<file path="src/rtl/jt900h_dmasch_if.sv">
// Bus between the micro-DMA scheduler and its surroundings: trigger/config
// inputs, sequencer handshake and per-channel status.
interface jt900h_dmasch_if #(
    parameter int VW = 8
);
    logic          vec_stb;
    logic [VW-1:0] vec;
    logic          cfg_we;
    logic [1:0]    cfg_ch;
    logic [VW-1:0] cfg_vec;
    logic          dma_req;
    logic [1:0]    dmach;
    logic          dma_ack;
    logic          xfer_end;
    logic          dma_done;
    logic          busy;
    logic [3:0]    pend;
    logic [3:0]    end_irq;

    modport master (
        output vec_stb, vec, cfg_we, cfg_ch, cfg_vec, dma_ack, xfer_end, dma_done,
        input  dma_req, dmach, busy, pend, end_irq
    );

    modport slave (
        input  vec_stb, vec, cfg_we, cfg_ch, cfg_vec, dma_ack, xfer_end, dma_done,
        output dma_req, dmach, busy, pend, end_irq
    );
endinterface

</file>
<file path="src/rtl/jt900h_dmasch.sv">
// Micro-DMA channel scheduler: start vectors, pending triggers, arbitration and
// end-of-count interrupts. Define JT900H_DMA_RR_EN for round-robin arbitration.
module jt900h_dmasch #(
    parameter int VW  = 8,
    parameter int GAP = 1
) (
    input  logic              rst,
    input  logic              clk,
    input  logic              cen,
    jt900h_dmasch_if.slave    bus
);
    localparam logic [1:0] ST_IDLE = 2'd0;
    localparam logic [1:0] ST_REQ  = 2'd1;
    localparam logic [1:0] ST_XFER = 2'd2;
    localparam logic [1:0] ST_GAP  = 2'd3;
    localparam logic [3:0] GAP_LD  = 4'(GAP);

    logic [VW-1:0] svec_q [4];
    logic [VW-1:0] svec_d [4];
    logic [3:0]    pend_q, pend_d;
    logic [3:0]    irq_q, irq_d;
    logic [1:0]    st_q, st_d;
    logic [1:0]    ch_q, ch_d;
    logic          req_q, req_d;
    logic          busy_q, busy_d;
    logic [3:0]    gap_q, gap_d;
`ifdef JT900H_DMA_RR_EN
    logic [1:0]    last_q, last_d;
    logic [1:0]    rr_idx;
`endif

    logic [3:0]    hit;
    logic [3:0]    cfg_sel;
    logic [3:0]    avail;
    logic [1:0]    pick;
    logic          pick_vld;
    logic          active;

    always_comb begin
        hit = '0;
        for (int unsigned n = 0; n < 4; n++) begin
            hit[n] = bus.vec_stb && (svec_q[n] != '0) && (svec_q[n] == bus.vec);
        end
        cfg_sel = bus.cfg_we ? (4'b0001 << bus.cfg_ch) : '0;
        // a channel being reconfigured this cycle must not be granted
        avail   = pend_q & ~cfg_sel;
        active  = (st_q == ST_REQ) || (st_q == ST_XFER);
    end

    always_comb begin
        pick     = '0;
        pick_vld = 1'b0;
`ifdef JT900H_DMA_RR_EN
        rr_idx   = '0;
        for (int unsigned i = 0; i < 4; i++) begin
            rr_idx = last_q + 2'(i + 1);
            if (!pick_vld && avail[rr_idx]) begin
                pick     = rr_idx;
                pick_vld = 1'b1;
            end
        end
`else
        for (int unsigned i = 0; i < 4; i++) begin
            if (!pick_vld && avail[i]) begin
                pick     = 2'(i);
                pick_vld = 1'b1;
            end
        end
`endif
    end

    always_comb begin
        svec_d = svec_q;
        pend_d = pend_q | hit;
        st_d   = st_q;
        ch_d   = ch_q;
        req_d  = req_q;
        busy_d = busy_q;
        irq_d  = '0;
        gap_d  = gap_q;
`ifdef JT900H_DMA_RR_EN
        last_d = last_q;
`endif
        case (st_q)
            ST_IDLE: begin
                if (pick_vld) begin
                    ch_d  = pick;
                    req_d = 1'b1;
                    st_d  = ST_REQ;
`ifdef JT900H_DMA_RR_EN
                    last_d = pick;
`endif
                end
            end
            ST_REQ: begin
                if (bus.dma_ack) begin
                    req_d        = 1'b0;
                    busy_d       = 1'b1;
                    pend_d[ch_q] = hit[ch_q];
                    st_d         = ST_XFER;
                end
            end
            ST_XFER: begin
                if (bus.dma_done) begin
                    svec_d[ch_q] = '0;
                    irq_d[ch_q]  = 1'b1;
                    busy_d       = 1'b0;
                    gap_d        = GAP_LD;
                    st_d         = ST_GAP;
                end else if (bus.xfer_end) begin
                    busy_d = 1'b0;
                    gap_d  = GAP_LD;
                    st_d   = ST_GAP;
                end
            end
            default: begin
                if (gap_q == '0) begin
                    st_d = ST_IDLE;
                end else begin
                    gap_d = gap_q - 4'd1;
                end
            end
        endcase
        // config write overrides any trigger on the same channel, except the one in service
        if (bus.cfg_we) begin
            svec_d[bus.cfg_ch] = bus.cfg_vec;
            if (!(active && (bus.cfg_ch == ch_q))) begin
                pend_d[bus.cfg_ch] = 1'b0;
            end
        end
    end

    always_ff @(posedge clk or posedge rst) begin
        if (rst) begin
            for (int unsigned n = 0; n < 4; n++) begin
                svec_q[n] <= '0;
            end
            pend_q <= '0;
            irq_q  <= '0;
            st_q   <= ST_IDLE;
            ch_q   <= '0;
            req_q  <= 1'b0;
            busy_q <= 1'b0;
            gap_q  <= '0;
`ifdef JT900H_DMA_RR_EN
            last_q <= 2'd3;
`endif
        end else if (cen) begin
            svec_q <= svec_d;
            pend_q <= pend_d;
            irq_q  <= irq_d;
            st_q   <= st_d;
            ch_q   <= ch_d;
            req_q  <= req_d;
            busy_q <= busy_d;
            gap_q  <= gap_d;
`ifdef JT900H_DMA_RR_EN
            last_q <= last_d;
`endif
        end
    end

    assign bus.dma_req = req_q;
    assign bus.dmach   = ch_q;
    assign bus.busy    = busy_q;
    assign bus.pend    = pend_q;
    assign bus.end_irq = irq_q;
endmodule

</file>
<file path="src/flat_wrapper.sv">
// flat-port wrapper written by rule: the top's interface ports become plain ports
module jt900h_dmasch_flat 
#(
    parameter int VW  = 8,
    parameter int GAP = 1
)
  (rst, clk, cen, bus_vec_stb, bus_vec, bus_cfg_we, bus_cfg_ch, bus_cfg_vec, bus_dma_ack, bus_xfer_end, bus_dma_done, bus_dma_req, bus_dmach, bus_busy, bus_pend, bus_end_irq);
  jt900h_dmasch_if #(.VW(VW)) bus_i ();
  input  logic rst;
  input  logic clk;
  input  logic cen;
  input wire logic [$bits(bus_i.vec_stb)-1:0] bus_vec_stb;
  input wire logic [$bits(bus_i.vec)-1:0] bus_vec;
  input wire logic [$bits(bus_i.cfg_we)-1:0] bus_cfg_we;
  input wire logic [$bits(bus_i.cfg_ch)-1:0] bus_cfg_ch;
  input wire logic [$bits(bus_i.cfg_vec)-1:0] bus_cfg_vec;
  input wire logic [$bits(bus_i.dma_ack)-1:0] bus_dma_ack;
  input wire logic [$bits(bus_i.xfer_end)-1:0] bus_xfer_end;
  input wire logic [$bits(bus_i.dma_done)-1:0] bus_dma_done;
  output wire logic [$bits(bus_i.dma_req)-1:0] bus_dma_req;
  output wire logic [$bits(bus_i.dmach)-1:0] bus_dmach;
  output wire logic [$bits(bus_i.busy)-1:0] bus_busy;
  output wire logic [$bits(bus_i.pend)-1:0] bus_pend;
  output wire logic [$bits(bus_i.end_irq)-1:0] bus_end_irq;
  assign bus_i.vec_stb = bus_vec_stb;
  assign bus_i.vec = bus_vec;
  assign bus_i.cfg_we = bus_cfg_we;
  assign bus_i.cfg_ch = bus_cfg_ch;
  assign bus_i.cfg_vec = bus_cfg_vec;
  assign bus_i.dma_ack = bus_dma_ack;
  assign bus_i.xfer_end = bus_xfer_end;
  assign bus_i.dma_done = bus_dma_done;
  assign bus_dma_req = bus_i.dma_req;
  assign bus_dmach = bus_i.dmach;
  assign bus_busy = bus_i.busy;
  assign bus_pend = bus_i.pend;
  assign bus_end_irq = bus_i.end_irq;
  jt900h_dmasch #(.VW(VW), .GAP(GAP)) u_core (.rst(rst), .clk(clk), .cen(cen), .bus(bus_i));
endmodule
</file>
<file path="config.mk">
export PLATFORM = sky130hd
export DESIGN_NAME = jt900h_dmasch_flat
export DESIGN_NICKNAME = d
export VERILOG_FILES = /design/src/rtl/jt900h_dmasch_if.sv /design/src/rtl/jt900h_dmasch.sv /design/src/flat_wrapper.sv
export SDC_FILE = /design/constraint.sdc
export NUM_CORES = 1
export LEC_CHECK = 0
export CAP_MARGIN = 20
export CORE_MARGIN = 2
export CORE_UTILIZATION = 57
export CTS_BUF_LIST = sky130_fd_sc_hd__clkbuf_8
export DETAILED_ROUTE_END_ITERATION = 10
export PLACE_DENSITY = 0.79
export SYNTH_ARGS = -nofsm -noshare
export SYNTH_HDL_FRONTEND = slang
export SYNTH_SLANG_ARGS = --single-unit
</file>
<file path="constraint.sdc">
create_clock -name clk -period 2.4 [get_ports clk]
set_input_delay 0.48 -clock clk [delete_from_list [all_inputs] [get_ports clk]]
set_output_delay 0.48 -clock clk [all_outputs]
set_load 0.05 [all_outputs]
</file>
==> After elaboration in Yosys (flattened, before gate mapping) <==
Index checks and enable logic that the tools add are counted.
{ "word_totals": {"register_bits": 50, "word_cells": 123, "in_bits": 26} }
{ "op_classes": {"n_lt_le_gt_ge": 8, "reduce_logical": 35, "n_eq_ne": 11, "muxes": 46, "addsub": 1, "shift": 1, "bitwise": 10} }
{ "ops": {"columns": ["op", "count"], "rows": [
  ["$mux 32", 3],
  ["$mux 4", 10],
  ["$and 32x32->32", 1],
  ["$bwmux 32", 1],
  ["$demux 8 s2", 2],
  ["$eq 8x8->1", 4],
  ["$not 32->32", 1],
  ["$reduce_bool 8->1", 4],
  ["$logic_and 1x1->1", 16],
  ["$mux 8", 2],
  ["$mux 2", 7],
  ["$mux 1", 13],
  ["$reduce_and 4->1", 3],
  ["$and 4x4->4", 2],
  ["$not 4->4", 2],
  ["$pmux 4 s2", 1],
  ["$ge 3x3->1 const B", 2],
  ["$lt 2x3->1 const B", 2],
  ["$lt 3x1->1 const B", 2],
  ["$not 2->3", 2],
  ["$pmux 2 s3", 1],
  ["$reduce_and 5->1", 1],
  ["$bwmux 4", 1],
  ["$demux 1 s2", 2],
  ["21 further kinds", 27]
]} }

==> Depth between registers and ports, before layout <==
Gate-level depths: netlist (run 1).
{ "logic_depth": {"ltp_word": 16, "mapped_depth": 8} }

==> Worst setup path after synthesis (run 1) <==
OpenSTA, ideal clock, no wires.
{ "synth_timing": {"kind": "reg2reg", "from": "register u_core.st_q[0]", "to": "register u_core.gap_q[1]", "n_path_buf": 1, "arrival_time_ns": 1.618, "t_required_ns": 2.279, "path_stages_with_launch": 8, "synth_period_minus_slack_ns": 1.739, "path_slack_ns": 0.661, "path_cell_list": "dfrtp_1 -> inv_1 -> ha_1 -> buf_2 -> or3b_1 -> nand3_1 -> nor3_1 -> a22o_1"} }
{ "synth_between": {"elab_chain_len": 4} }
{ "synth_lines": {"columns": ["item", "line", "text"], "rows": [
  ["start, declared", "jt900h_dmasch.sv:22", "logic [1:0] st_q, st_d;"],
  ["start signal, assigned", "jt900h_dmasch.sv:152", "st_q <= st_d;"],
  ["$eq 2x1->1 / $logic_not 2->1 (equally long branches)", "jt900h_dmasch.sv:84", "case (st_q)"],
  ["$reduce_or 2->1 (no line)", null, null],
  ["$not 1->1 (no line)", null, null],
  ["$reduce_and 4->1 (no line)", null, null],
  ["end signal, assigned", "jt900h_dmasch.sv:156", "gap_q <= gap_d;"],
  ["end, declared", "jt900h_dmasch.sv:26", "logic [3:0] gap_q, gap_d;"]
]} }
Several ways; a longest one is shown, not always the timed one.
A chain may end at the register's enable or synchronous reset.

==> Worst setup path in the final report (run 1) <==
{ "layout_timing": {"from": "register u_core.ch_q[1] (netlist: u_core.bus.dmach[1])", "to": "output port bus_dmach[1]"} }
{ "layout_rtl": {"columns": ["item", "line", "text"], "rows": [
  ["start, declared", "jt900h_dmasch.sv:23", "logic [1:0] ch_q, ch_d;"],
  ["start signal, assigned", "jt900h_dmasch.sv:153", "ch_q <= ch_d;"],
  ["end, declared", "flat_wrapper.sv:21", "output wire logic [$bits(bus_i.dmach)-1:0] bus_dmach;"]
]} }
No word-level cell between the ends.

==> impl_metrics.json, run 1 <==
{
  "outcome": "completed",
  "final_common_cell": "nand2_1",
  "avgSynthCellArea_um2": 9.199,
  "finalSetupTns_ns": 0,
  "cp-end-kind": "primary output",
  "synth_enable_flop_cells": 0,
  "synth_cell_types": 41,
  "dp_hpwl_um": 4818,
  "peakVddDrop_mv": 0.5299,
  "ys.flop_type": "dfrtp_1",
  "die_height_um": 73.35,
  "final_cell_count_no_fill": 395,
  "crit_chain": "clkdlybuf4s50_1",
  "cp_num_buf_inv": 1,
  "fp.dieArea_um2": 5380,
  "port_buffers": 37,
  "utilization": 0.7016,
  "drt-wirelength-per-cell_um": 16.51,
  "coreArea_um2": 4692,
  "reg2reg_slack_ns": 0.45,
  "hold_buffers": 0,
  "antenna_found_initial": 0,
  "tightest_slew_ns": 0.5706,
  "hold_ws_ns": 0.5155,
  "hold_path_class": "input port to async pin",
  "cts_tree": "yes",
  "yosys.area.top_type": "dfrtp_1",
  "ys_warn_count": 0,
  "drtIter0Drc": 164,
  "crit_required_ns": 1.92,
  "hold_viol": 0,
  "synth-seq-area-share": 0.4564,
  "dp_cells": 387,
  "cp_max_fo": 10,
  "cts_buffers": 5,
  "startpoint_type": "flip-flop",
  "fmax_ghz": 0.4523,
  "wl_um": 6523,
  "dieWidth_um": 73.35,
  "cpPeakStageDelay_ns": 0.87,
  "start_util": 0.5843,
  "drc": 0,
  "firstDrtPassIters": 4,
  "timing_worst_setup_path_type": "flip-flop to primary output",
  "diodes": 0,
  "startpoint": "u_core.bus.dmach[1]",
  "maxCapViolCount": 0,
  "critical-path-top-delay-family": "buffers and inverters",
  "finalSetupViolCount": 0,
  "grt_pass1_wl_um": 10820,
  "synth-seq-cells": 50,
  "final_cell_mix": "60 x nand2_1, 50 x dfrtp_1, 37 x clkdlybuf4s50_1",
  "async_flop_share": 1.000,
  "r2r_start": "u_core.st_q[0]",
  "finalClockSkew_ns": 0.007219,
  "drt-vias-per-instance": 5.937,
  "p_leak_nw": 1.482,
  "row_count": 25,
  "synth_nets": 330,
  "place.gp.congestion": 0.8574,
  "total_power_w": 0.002753,
  "drive_gt1_frac": 0.07625,
  "slowest_stage": "clkdlybuf4s50_1",
  "grt_overflow": 0,
  "power_density_nw_per_um2": 836.2,
  "cts-htree-levels": 2,
  "synth_top_cell_area_share": 0.4564,
  "grt_pass1_vias": 2251,
  "layout_min_cycle_time_ns": 2.211,
  "fin_crit_sh": 0.9213,
  "cts_buffer_depth": 2,
  "grtUsageTotal": 0.2675,
  "syn_area_um2": 2741,
  "worst_ep_arrival_time_ns": 1.73,
  "post-cts-setup-buffers": 0,
  "synthTopCellsByArea": "dfrtp_1 46%, xor2_1 8.9%, nand2_1 8.2%",
  "clock_latency_ns": 0.30,
  "maxSlewViolCount": 0,
  "area_growth_syn_to_layout_pct": 20.08,
  "num_vias": 2345,
  "rsz0062_at_grt": "false",
  "fin_nets": 372,
  "detail-route-antenna-nets": 0,
  "cts_sinks": 50,
  "ctsResizeCount": 0,
  "path_clk_slew_ns": 0.08,
  "grt_max_degree": 51,
  "io_pins": 38,
  "netlist_instances": 298,
  "max_slew_margin": 0.6188,
  "cts_root_buf": "clkbuf_8"
}
power breakdown:
group / leakage (nW) / switching, W / internal (W)
registers: 0.641 / 0.000207 / 0.00104
clock network: 0.0493 / 0.000275 / 0.000202
logic: 0.791 / 0.000583 / 0.000442
total: 1.48 / 0.00106 / 0.00169
layer usage:
metal	GRT usage	routed length, um	up-vias
li1	-	-	1122
met1	0.3747	2895	1135
met2	0.4054	3038	72
met3	0.06584	436	16
met4	0.09899	153	0
met5	0	0	-
flip-flops by register name (all words and copies together), names as in the netlist:
signal	count
u_core.bus.busy	1
u_core.bus.dma_req	1
u_core.bus.dmach	2
u_core.bus.end_irq	4
u_core.bus.pend	4
u_core.gap_q	4
u_core.st_q	2
u_core.svec_q	32
path summary, 6_finish.rpt:
check / cells after the start / endpoint
worst min-delay path: 3 / u_core.bus.dma_req
worst max-delay path: 1 / bus_dmach[1]
worst max register to register: 6 / u_core.gap_q[1]
max in group asynchronous: 3 / u_core.bus.pend[2]
min in group clk: 1 / u_core.gap_q[2]
worst min register to register: 1 / u_core.gap_q[2]
per-stage QoR:
stage	area, um^2	worst slack [ns]
after floorplan	2741	0.6610
after global placement	3206	0.1818
after detailed placement	3206	0.1039
after CTS	3292	0.1808
after global routing	3292	0.1126
final	3292	0.1889
logic make-up (layout without fill, tap and decap cells):
logic type | Yosys count | in the layout | synth area share
adder cells (fa/ha/maj) | 6 | 6 | 0.02738
AND/OR/NAND/NOR | 110 | 110 | 0.1862
XOR/XNOR | 31 | 31 | 0.09905
flip-flops | 50 | 50 | 0.4564
AO/OA/AOI/OAI | 72 | 72 | 0.1684
buffers and inverters | 22 | 65 | 0.03332
multiplexers | 7 | 7 | 0.02921
synthesized netlist by cell type (all sizes together), types with 3 or more instances:
library cell,n
inv,12
buf,7
dfrtp,50
ha,6
clkbuf,3
xor2,28
nor2,11
xnor2,3
nand2,60
nor4,12
a21o,3
nand3,6
nor3,7
a21oi,6
o21ai,45
mux2,5
area by class of cell:
| type | instances | area (um^2) |
|---|---|---|
| clock inverter | 3 | 17.52 |
| multi-input combinational | 226 | 1399 |
| clock buffer | 5 | 68.82 |
| timing repair buffer | 45 | 442.9 |
| tap | 54 | 67.56 |
| fill | 380 | 1400 |
| inverter | 12 | 45.04 |
| sequential | 50 | 1251 |
No activity file was read; power rests on OpenSTA's default activity.
==> run 2, diff against run 1 <==
- SKIP_LAST_GASP: default -> 1
==> results of run 2 <==
Same layout as run 1: the final DEF is identical, and so are final timing and power.
